$ cat src/rtl/keypad_pkg.sv
// keypad_pkg
//  Shared definitions for the 4x4 matrix keypad scanner.
//  - scan_state_e : scanner state machine encoding (SCAN, DEBOUNCE, PRESSED)
//  - COL_0..COL_3 : one-hot-low column drive patterns, scanned in that order
//  - col_next     : next column in the scan rotation
//  - col_index    : column pattern -> column number 0..3
//  - key_map      : (row, column) -> hex key code, laid out like a phone/ATM pad
package keypad_pkg;

  typedef enum logic [1:0] {
    SCAN     = 2'd0,
    DEBOUNCE = 2'd1,
    PRESSED  = 2'd2
  } scan_state_e;

  localparam logic [3:0] COL_0 = 4'b1110;
  localparam logic [3:0] COL_1 = 4'b1101;
  localparam logic [3:0] COL_2 = 4'b1011;
  localparam logic [3:0] COL_3 = 4'b0111;

  // An unexpected pattern restarts the rotation at column 0, so a corrupted
  // drive register heals itself on the next scan step.
  function automatic logic [3:0] col_next(input logic [3:0] col_n);
    logic [3:0] nxt;
    case (col_n)
      COL_0:   nxt = COL_1;
      COL_1:   nxt = COL_2;
      COL_2:   nxt = COL_3;
      default: nxt = COL_0;
    endcase
    return nxt;
  endfunction

  function automatic logic [1:0] col_index(input logic [3:0] col_n);
    logic [1:0] idx;
    case (col_n)
      COL_1:   idx = 2'd1;
      COL_2:   idx = 2'd2;
      COL_3:   idx = 2'd3;
      default: idx = 2'd0;
    endcase
    return idx;
  endfunction

  // Row 3 carries '*' and '#', reported as E and F so every key has a hex code.
  function automatic logic [3:0] key_map(input logic [1:0] row_idx, input logic [1:0] col_idx);
    logic [3:0] code;
    case ({row_idx, col_idx})
      4'h0:    code = 4'h1;
      4'h1:    code = 4'h2;
      4'h2:    code = 4'h3;
      4'h3:    code = 4'hA;
      4'h4:    code = 4'h4;
      4'h5:    code = 4'h5;
      4'h6:    code = 4'h6;
      4'h7:    code = 4'hB;
      4'h8:    code = 4'h7;
      4'h9:    code = 4'h8;
      4'hA:    code = 4'h9;
      4'hB:    code = 4'hC;
      4'hC:    code = 4'hE;
      4'hD:    code = 4'h0;
      4'hE:    code = 4'hF;
      default: code = 4'hD;
    endcase
    return code;
  endfunction

endpackage

$ cat src/rtl/scan_tick_gen.sv
// scan_tick_gen
//  Free-running divider producing a one-cycle tick every 2^SCAN_DIV_BITS clocks.
//  Shared with the multiplexed display driver so both sides step at the same rate.
// Ports
//  clk  : system clock
//  rst  : synchronous active-high reset, clears the divider
//  tick : high for one cycle whenever the divider is all-ones
module scan_tick_gen #(
  parameter int SCAN_DIV_BITS = 16
) (
  input  logic clk,
  input  logic rst,
  output logic tick
);

  localparam logic [SCAN_DIV_BITS-1:0] DIV_ONE = {{(SCAN_DIV_BITS-1){1'b0}}, 1'b1};

  logic [SCAN_DIV_BITS-1:0] div_q;

  // The divider wraps naturally; no terminal-count reload is needed.
  always_ff @(posedge clk) begin
    if (rst) begin
      div_q <= '0;
    end else begin
      div_q <= div_q + DIV_ONE;
    end
  end

  assign tick = &div_q;

endmodule

$ cat src/rtl/keypad_scanner.sv
// keypad_scanner
//  Scans a 4x4 matrix keypad one column at a time, debounces presses and
//  releases on scan ticks, and reports accepted keys as hex codes. The last four
//  keys are kept in a 16-bit buffer shaped like the display driver's nums bus.
// Ports
//  clk       : system clock
//  rst       : synchronous active-high reset
//  row_n     : keypad rows, active-low, asynchronous to clk
//  col_n     : column drive, one-hot-low
//  clr       : synchronous clear of key_buf
//  key_code  : last accepted key
//  key_valid : one-cycle strobe when a new key is accepted
//  key_down  : high while an accepted key is held
//  key_buf   : last four keys, newest in [3:0]
module keypad_scanner
  import keypad_pkg::*;
#(
  parameter int SCAN_DIV_BITS  = 16,
  parameter int DEBOUNCE_TICKS = 4
) (
  input  logic        clk,
  input  logic        rst,
  input  logic [3:0]  row_n,
  output logic [3:0]  col_n,
  input  logic        clr,
  output logic [3:0]  key_code,
  output logic        key_valid,
  output logic        key_down,
  output logic [15:0] key_buf
);

  localparam int DEB_W = $clog2(DEBOUNCE_TICKS + 1);
  localparam logic [DEB_W-1:0] DEB_MAX = DEB_W'(DEBOUNCE_TICKS);
  localparam logic [DEB_W-1:0] DEB_ONE = DEB_W'(1);

  logic              tick;
  logic [3:0]        row_meta_q;
  logic [3:0]        row_s_q;
  scan_state_e       state_q;
  logic [3:0]        col_n_q;
  logic [3:0]        cand_q;
  logic [DEB_W-1:0]  deb_cnt_q;
  logic [3:0]        key_code_q;
  logic              key_valid_q;
  logic              key_down_q;
  logic [15:0]       key_buf_q;
  logic [15:0]       key_buf_d;

  logic              key_hit;
  logic [1:0]        row_idx;
  logic [3:0]        seen_key;
  logic [DEB_W-1:0]  deb_inc;
  logic              accept;

  scan_tick_gen #(
    .SCAN_DIV_BITS(SCAN_DIV_BITS)
  ) u_tick (
    .clk (clk),
    .rst (rst),
    .tick(tick)
  );

  // Two-flop synchroniser; idle (all rows high) after reset.
  always_ff @(posedge clk) begin
    if (rst) begin
      row_meta_q <= 4'hF;
      row_s_q    <= 4'hF;
    end else begin
      row_meta_q <= row_n;
      row_s_q    <= row_meta_q;
    end
  end

  // When several rows are low in the driven column, the lowest row wins.
  always_comb begin
    row_idx = 2'd0;
    if (!row_s_q[0]) begin
      row_idx = 2'd0;
    end else if (!row_s_q[1]) begin
      row_idx = 2'd1;
    end else if (!row_s_q[2]) begin
      row_idx = 2'd2;
    end else if (!row_s_q[3]) begin
      row_idx = 2'd3;
    end
  end

  assign key_hit  = (row_s_q != 4'hF);
  assign seen_key = {row_idx, col_index(col_n_q)};

  // The shared counter saturates so it can never wrap back to a small value.
  assign deb_inc = (deb_cnt_q == DEB_MAX) ? deb_cnt_q : deb_cnt_q + DEB_ONE;

  assign accept = tick && (state_q == DEBOUNCE) && key_hit &&
                  (seen_key == cand_q) && (deb_inc == DEB_MAX);

  // A clear coinciding with an accept keeps only the new key.
  always_comb begin
    key_buf_d = key_buf_q;
    if (accept) begin
      key_buf_d = clr ? {12'h000, key_map(cand_q[3:2], cand_q[1:0])}
                      : {key_buf_q[11:0], key_map(cand_q[3:2], cand_q[1:0])};
    end else if (clr) begin
      key_buf_d = 16'h0000;
    end
  end

  // Scanner state machine. deb_cnt_q counts matching samples while debouncing
  // a press and consecutive empty samples while waiting for a release.
  always_ff @(posedge clk) begin
    if (rst) begin
      state_q     <= SCAN;
      col_n_q     <= COL_0;
      cand_q      <= 4'h0;
      deb_cnt_q   <= '0;
      key_code_q  <= 4'h0;
      key_valid_q <= 1'b0;
      key_down_q  <= 1'b0;
      key_buf_q   <= 16'h0000;
    end else begin
      key_valid_q <= accept;
      key_buf_q   <= key_buf_d;
      if (tick) begin
        case (state_q)
          SCAN: begin
            if (!key_hit) begin
              col_n_q <= col_next(col_n_q);
            end else begin
              cand_q    <= seen_key;
              deb_cnt_q <= DEB_ONE;
              state_q   <= DEBOUNCE;
            end
          end
          DEBOUNCE: begin
            if (key_hit && (seen_key == cand_q)) begin
              if (accept) begin
                key_code_q <= key_map(cand_q[3:2], cand_q[1:0]);
                key_down_q <= 1'b1;
                deb_cnt_q  <= '0;
                state_q    <= PRESSED;
              end else begin
                deb_cnt_q <= deb_inc;
              end
            end else begin
              deb_cnt_q <= '0;
              state_q   <= SCAN;
            end
          end
          PRESSED: begin
            if (key_hit) begin
              deb_cnt_q <= '0;
            end else if (deb_inc == DEB_MAX) begin
              key_down_q <= 1'b0;
              deb_cnt_q  <= '0;
              state_q    <= SCAN;
            end else begin
              deb_cnt_q <= deb_inc;
            end
          end
          default: begin
            deb_cnt_q <= '0;
            state_q   <= SCAN;
          end
        endcase
      end
    end
  end

  assign col_n     = col_n_q;
  assign key_code  = key_code_q;
  assign key_valid = key_valid_q;
  assign key_down  = key_down_q;
  assign key_buf   = key_buf_q;

endmodule

$ cat config.mk
export PLATFORM = sky130hd
export DESIGN_NAME = keypad_scanner
export DESIGN_NICKNAME = d
export VERILOG_FILES = /design/src/rtl/keypad_pkg.sv /design/src/rtl/scan_tick_gen.sv /design/src/rtl/keypad_scanner.sv
export SDC_FILE = /design/constraint.sdc
export NUM_CORES = 1
export LEC_CHECK = 0
export ABC_AREA = 1
export BUFFER_PORTS_ARGS = -buffer_cell sky130_fd_sc_hd__buf_2
export CAP_MARGIN = 10
export CORE_ASPECT_RATIO = 1.2
export CORE_MARGIN = 2
export CORE_UTILIZATION = 45
export CTS_CLUSTER_DIAMETER = 100
export DETAILED_ROUTE_END_ITERATION = 7
export GPL_ROUTABILITY_DRIVEN = 0
export GPL_TIMING_DRIVEN = 0
export SLEW_MARGIN = 30
export SYNTH_ARGS = -nofsm -noshare
export SYNTH_HDL_FRONTEND = slang
export SYNTH_SLANG_ARGS = --single-unit
$ cat constraint.sdc
create_clock -name clk -period 3 [get_ports clk]
set_clock_uncertainty 0.15 [all_clocks]
set_input_delay 0.15 -clock clk [delete_from_list [all_inputs] [get_ports clk]]
set_output_delay 0.15 -clock clk [all_outputs]
set_load 0.03 [all_outputs]
# Word-level counts from Yosys, hierarchy flattened
# Memory sizes are Yosys's and may differ from the RTL's. A register that Yosys moved wholly into a read port is not among the register bits.
# Cells that the tools add are included.
word_totals:
  output_inout_bits: 26
  inputBits: 7
  reg_bits: 55
  word_cells: 78
  rom_bits: 192
  n_memories: 3
op_classes:
  n_mux: 31
  reduce_logical: 15
  bitwise_logic: 1
  n_eq_ne: 16
  add_sub_neg: 2
mem_list:
  columns: ["memory", "depth", "word_bits", "rd", "rd_ports_with_merged_regs", "wr", "line_no", "text"]
  rows:
  - ["(name not given)", 16, 4, 1, 1, 0, "keypad_pkg.sv:48", "case ({row_idx, col_idx})"]
  - ["(name not given)", 16, 4, 1, 1, 0, "keypad_pkg.sv:48", null]
  - ["(name not given)", 16, 4, 1, 1, 0, "keypad_pkg.sv:48", null]
op_table:
  columns: ["cell", "count"]
  rows:
  - ["2-to-1 mux 16 bit", 3]
  - ["AND reduction 18 bit", 2]
  - ["AND reduction 21 bit", 1]
  - ["AND reduction 20 bit", 1]
  - ["AND reduction 19 bit", 1]
  - ["2-to-1 mux 2 bit", 9]
  - ["2-to-1 mux 3 bit", 6]
  - ["AND reduction 17 bit", 1]
  - ["adder 16 x 1 -> 16 bit, second input constant", 1]
  - ["2-to-1 mux 4 bit", 4]
  - ["AND reduction 16 bit", 1]
  - ["== test 4 bit, second input constant", 3]
  - ["one-hot mux 2 bit (3 select lines)", 2]
  - ["one-hot mux 4 bit (3 select lines)", 1]
  - ["one-hot mux 3 bit (3 select lines)", 1]
  - ["inequality test 2 bit, second input constant", 4]
  - ["== test 3 bit, second input constant", 2]
  - ["logical AND 1 bit", 5]
  - ["== test 4 x 3 -> 1 bit, second input constant", 1]
  - ["== test 4 bit", 1]
  - ["2-to-1 mux 1 bit", 4]
  - ["inequality test 4 bit, second input constant", 1]
  - ["nonzero test 2 bit", 2]
  - ["adder 3 x 1 -> 3 bit, second input constant", 1]
  - ["7 further kinds", 7]

# Depth between registers and ports, before layout
depth:
  ltp_word: 10
  depth_mapped: 16
  ltp_nobuf: 16

# Modules after synthesis
# Synthesis repeated with hierarchy kept, for this count alone.
hier_totals:
  hier_cells: 419
  hier_area_um2: 3120.5
by_module_without_submodules:
  columns: ["mod", "cells_per_inst", "instances", "seq_area_each_um2", "area_each_um2"]
  rows:
  - ["keypad_scanner", 304, 1, 940.9, 2337.2]
  - ["scan_tick_gen", 115, 1, 320.3, 783.3]

# Worst setup path before layout
# Ideal clock, no wire load.
synth_path:
  kind: "reg-to-reg"
  from: "register u_tick.div_q[0]"
  to: "register with a tool-made name"
  synth_period_minus_slack_ns: 2.177
  path_buffers: 0
  stages_incl_launch_ff: 16
  required_ns: 2.738
  setup_slack_ns: 0.823
  setup_ns: 0.112
  arrival_time_ns: 1.914
  path_cell_list: "dfxtp_1 > ha_1 > nand2_1 > nor2_2 > nand3_2 > nor2_4 > nand2_4 > nand2_1 > inv_1 > nor2_2 > inv_1 > ha_1 > nand2_1 > nand2_1 > nand2_1 > nand2_1"
synth_rtl:
  columns: ["item", "line_no", "text"]
  rows:
  - ["from (decl)", "scan_tick_gen.sv:18", "logic [SCAN_DIV_BITS-1:0] div_q;"]
  - ["from (signal assigned)", "scan_tick_gen.sv:25", "div_q <= div_q + DIV_ONE;"]

==> results.ini <==
[worst_setup_path]
worstPathCellList = ha_1 -> nand2_1 -> nor2_2 -> nand3_2 -> nor2_4 -> nand2_4 -> nand2_1 -> inv_1 -> nor2_2 -> inv_1 -> ha_1 -> nand2_1 -> nand2_1 -> nand2_1 -> nand2_1
cp-startpoint = u_tick.div_q[0]
reg2reg_slack_ps = 530
crit_cells = 15
critPathRequiredTime_ps = 3080
cp_slowest_cell = dfxtp_1
crit_path_end_kind = register
cpMostUsedCell = nand2_1
crit_arrival_ps = 2550
startpoint_type = register
r2r_start = u_tick.div_q[0]
critical-path-top-delay-family = simple AND/OR/NAND/NOR gates
critPathMaxStageDelay_ps = 360
path_max_fanout = 8
path_buf_inv = 2
rr_worst_depth = 15
path_class = reg -> reg

[yosys]
synth_flop_cell = dfxtp_1
yosys.cell_count.top_type = nand2_1
synth_area_leader_cell = dfxtp_1
synth_warnings = 0
synth_edf_count = 0
synth_cell_types = 38
syn_inst = 407
synth_async_sr_flop_share_pct = 0
ys_seq_area_share_pct = 41.9
synth_area_um2 = 3010
synthTopCellsByArea = dfxtp_1 (42%), nand2_1 (11%), inv_1 (7.4%), a21oi_1 (5.5%), ha_1 (5.4%)
synth_commonest_cells = nand2_1 (88), dfxtp_1 (63), inv_1 (59), nor2_1 (40), a21oi_1 (33)
synth_top_area_share_pct = 41.9
synth_nets = 427
avgSynthCellArea_um2 = 7.40
synth_seq_cells = 63

[sta]
period_minus_slack_ps = 2470
rsz0062_at_grt = no
setup_tns_ps = 0
hold_violations = 0
max_slew_margin_pct = 57.5
slew_violations = 0
fmax_ghz = 0.404
setup_viol = 0
tightest_slew_ps = 637
period_share_pct = 82.5

[placed_design]
io_buffer_count = 32
dpl_cell_area_um2 = 3280
dp_hpwl_mm = 4.43

[routing]
drt_iter0_drc = 111
vias = 2613
post_drt_wl_per_cell_um = 11.2
ant_nets = 0
routed_wl_mm = 6.11
viasPerCell = 4.80
remaining_drc_errors = 0
dr.pass1.iters = 4

[global_route]
grt_overflow = 0
antenna_found_initial = 0
grt_first_pass_wirelength_mm = 10.6
grt_use_total_pct = 18.4
grt_max_degree = 11
first_global_vias = 2439

[pwr]
p_total_mw = 1.69
powerDensity_nw_per_um2 = 479
vdd_drop_max_uv = 310
power_leakage_nw = 1.67

[final_layout]
final_area_um2 = 3540
nNetsFinal = 475
drive_gt1_share_pct = 17.0
syn_to_final_growth_pct = 17.5
fin_util_pct = 54.9
n_antenna_cell = 0

[clock_network]
postCtsHoldBufs = 5
numCtsBuffers = 9
ctsResizeCount = 0
postCtsSetupRepairBufs = 0
cts_tree = done
root_buffer = clkbuf_8
cts.path.max_buffers = 2
cts.clk_slew.worst_paths_ps = 70
insertion_delay_ps = 330
htree_levels = 3
numClockSinks = 63

[floorplan]
fp.dieH_um = 93.6
die_area_um2 = 7360
coreArea_um2 = 6450
start_util_pct = 46.7
rows = 32
die_w_um = 78.7
ios = 33

[worst_hold_path]
hold_path_class = in -> reg

[status]
outcome = finished, final reports clean

[flow_run]
maxCapViolCount = 0

-- cells by family after synthesis --
logic type | share of synthesized area (%)
fa+ha+maj | 5.40
xor+xnor | 1.16
buf+inv | 8.85
simple gates | 28.6
flops | 41.9
compound gates | 14.1
-- worst min-delay path by stage --
| stage | to | depth (start not counted) | from |
|---|---|---|---|
| after global placement | row_meta_q[0] | 2 | row_n[0] |
| after detailed placement | row_meta_q[0] | 2 | row_n[0] |
| final | u_tick.div_q[4] | 4 | rst |
| after CTS | u_tick.div_q[4] | 4 | rst |
| after global routing | u_tick.div_q[4] | 4 | rst |
| after floorplan | row_meta_q[0] | 1 | row_n[0] |
-- cell type report --
cell class / instances / area, µm²
buffer: 8 / 33.8
clock buffer: 11 / 141
clock inverter: 4 / 70.1
fill: 656 / 2910
inverter: 62 / 233
multi-input combinational: 274 / 1480
sequential: 63 / 1260
tap: 85 / 106
timing repair buffer: 37 / 210
-- where the power goes --
part | switching, mW | total, mW | internal (mW)
clock network | 0.307 | 0.790 | 0.483
logic | 0.0342 | 0.0550 | 0.0208
registers | 0.00423 | 0.849 | 0.845
total | 0.345 | 1.69 | 1.35
-- stage by stage --
stage | std cells | hold slack (ps) | setup slack [ps]
3_3_place_gp | 524 | 182 | 540
3_5_place_dp | 524 | 185 | 532
6_report | 544 | 134 | 525
5_1_grt | 544 | 173 | 237
4_1_cts | 544 | 141 | 494
2_1_floorplan | 407 | 104 | 823
-- registers in the layout, summed over array words and instances, names as in the netlist, 2 cells and up, named ones only --
signal        flops
cand_q            4
col_n             4
deb_cnt_q         3
key_buf          16
key_code          4
row_meta_q        4
row_s_q           4
state_q           2
u_tick.div_q     16
-- cell usage in the layout (no fill, tap or decap), types with 3 or more instances in the layout --
cell / n
a211oi_1: 5
a21oi_1: 33
buf_2: 34
clkbuf_1: 6
clkbuf_8: 10
dfxtp_1: 63
dlygate4sd3_1: 5
ha_1: 13
inv_1: 59
inv_2: 3
nand2_1: 88
nand2_4: 3
nand3_1: 19
nand4_1: 3
nor2_1: 40
nor2_2: 4
nor2_4: 3
o211ai_1: 3
o21ai_0: 25
or2_2: 8
xor2_1: 3
-- worst min-delay path, stage by stage --
cell     delay (ps)
buf_2           100
inv_1           150
o21ai_0         120
a21oi_1          50
-- per-layer routing --
metal  vias to the layer above  GRT usage [%]  wire, µm
li1                       1396              -         -
met1                      1172           22.4      2860
met2                        32           30.7      2950
met3                        13           4.73       154
met4                         0           7.89       148
met5                         -              0         0
Power figures use the tool's default switching activity.
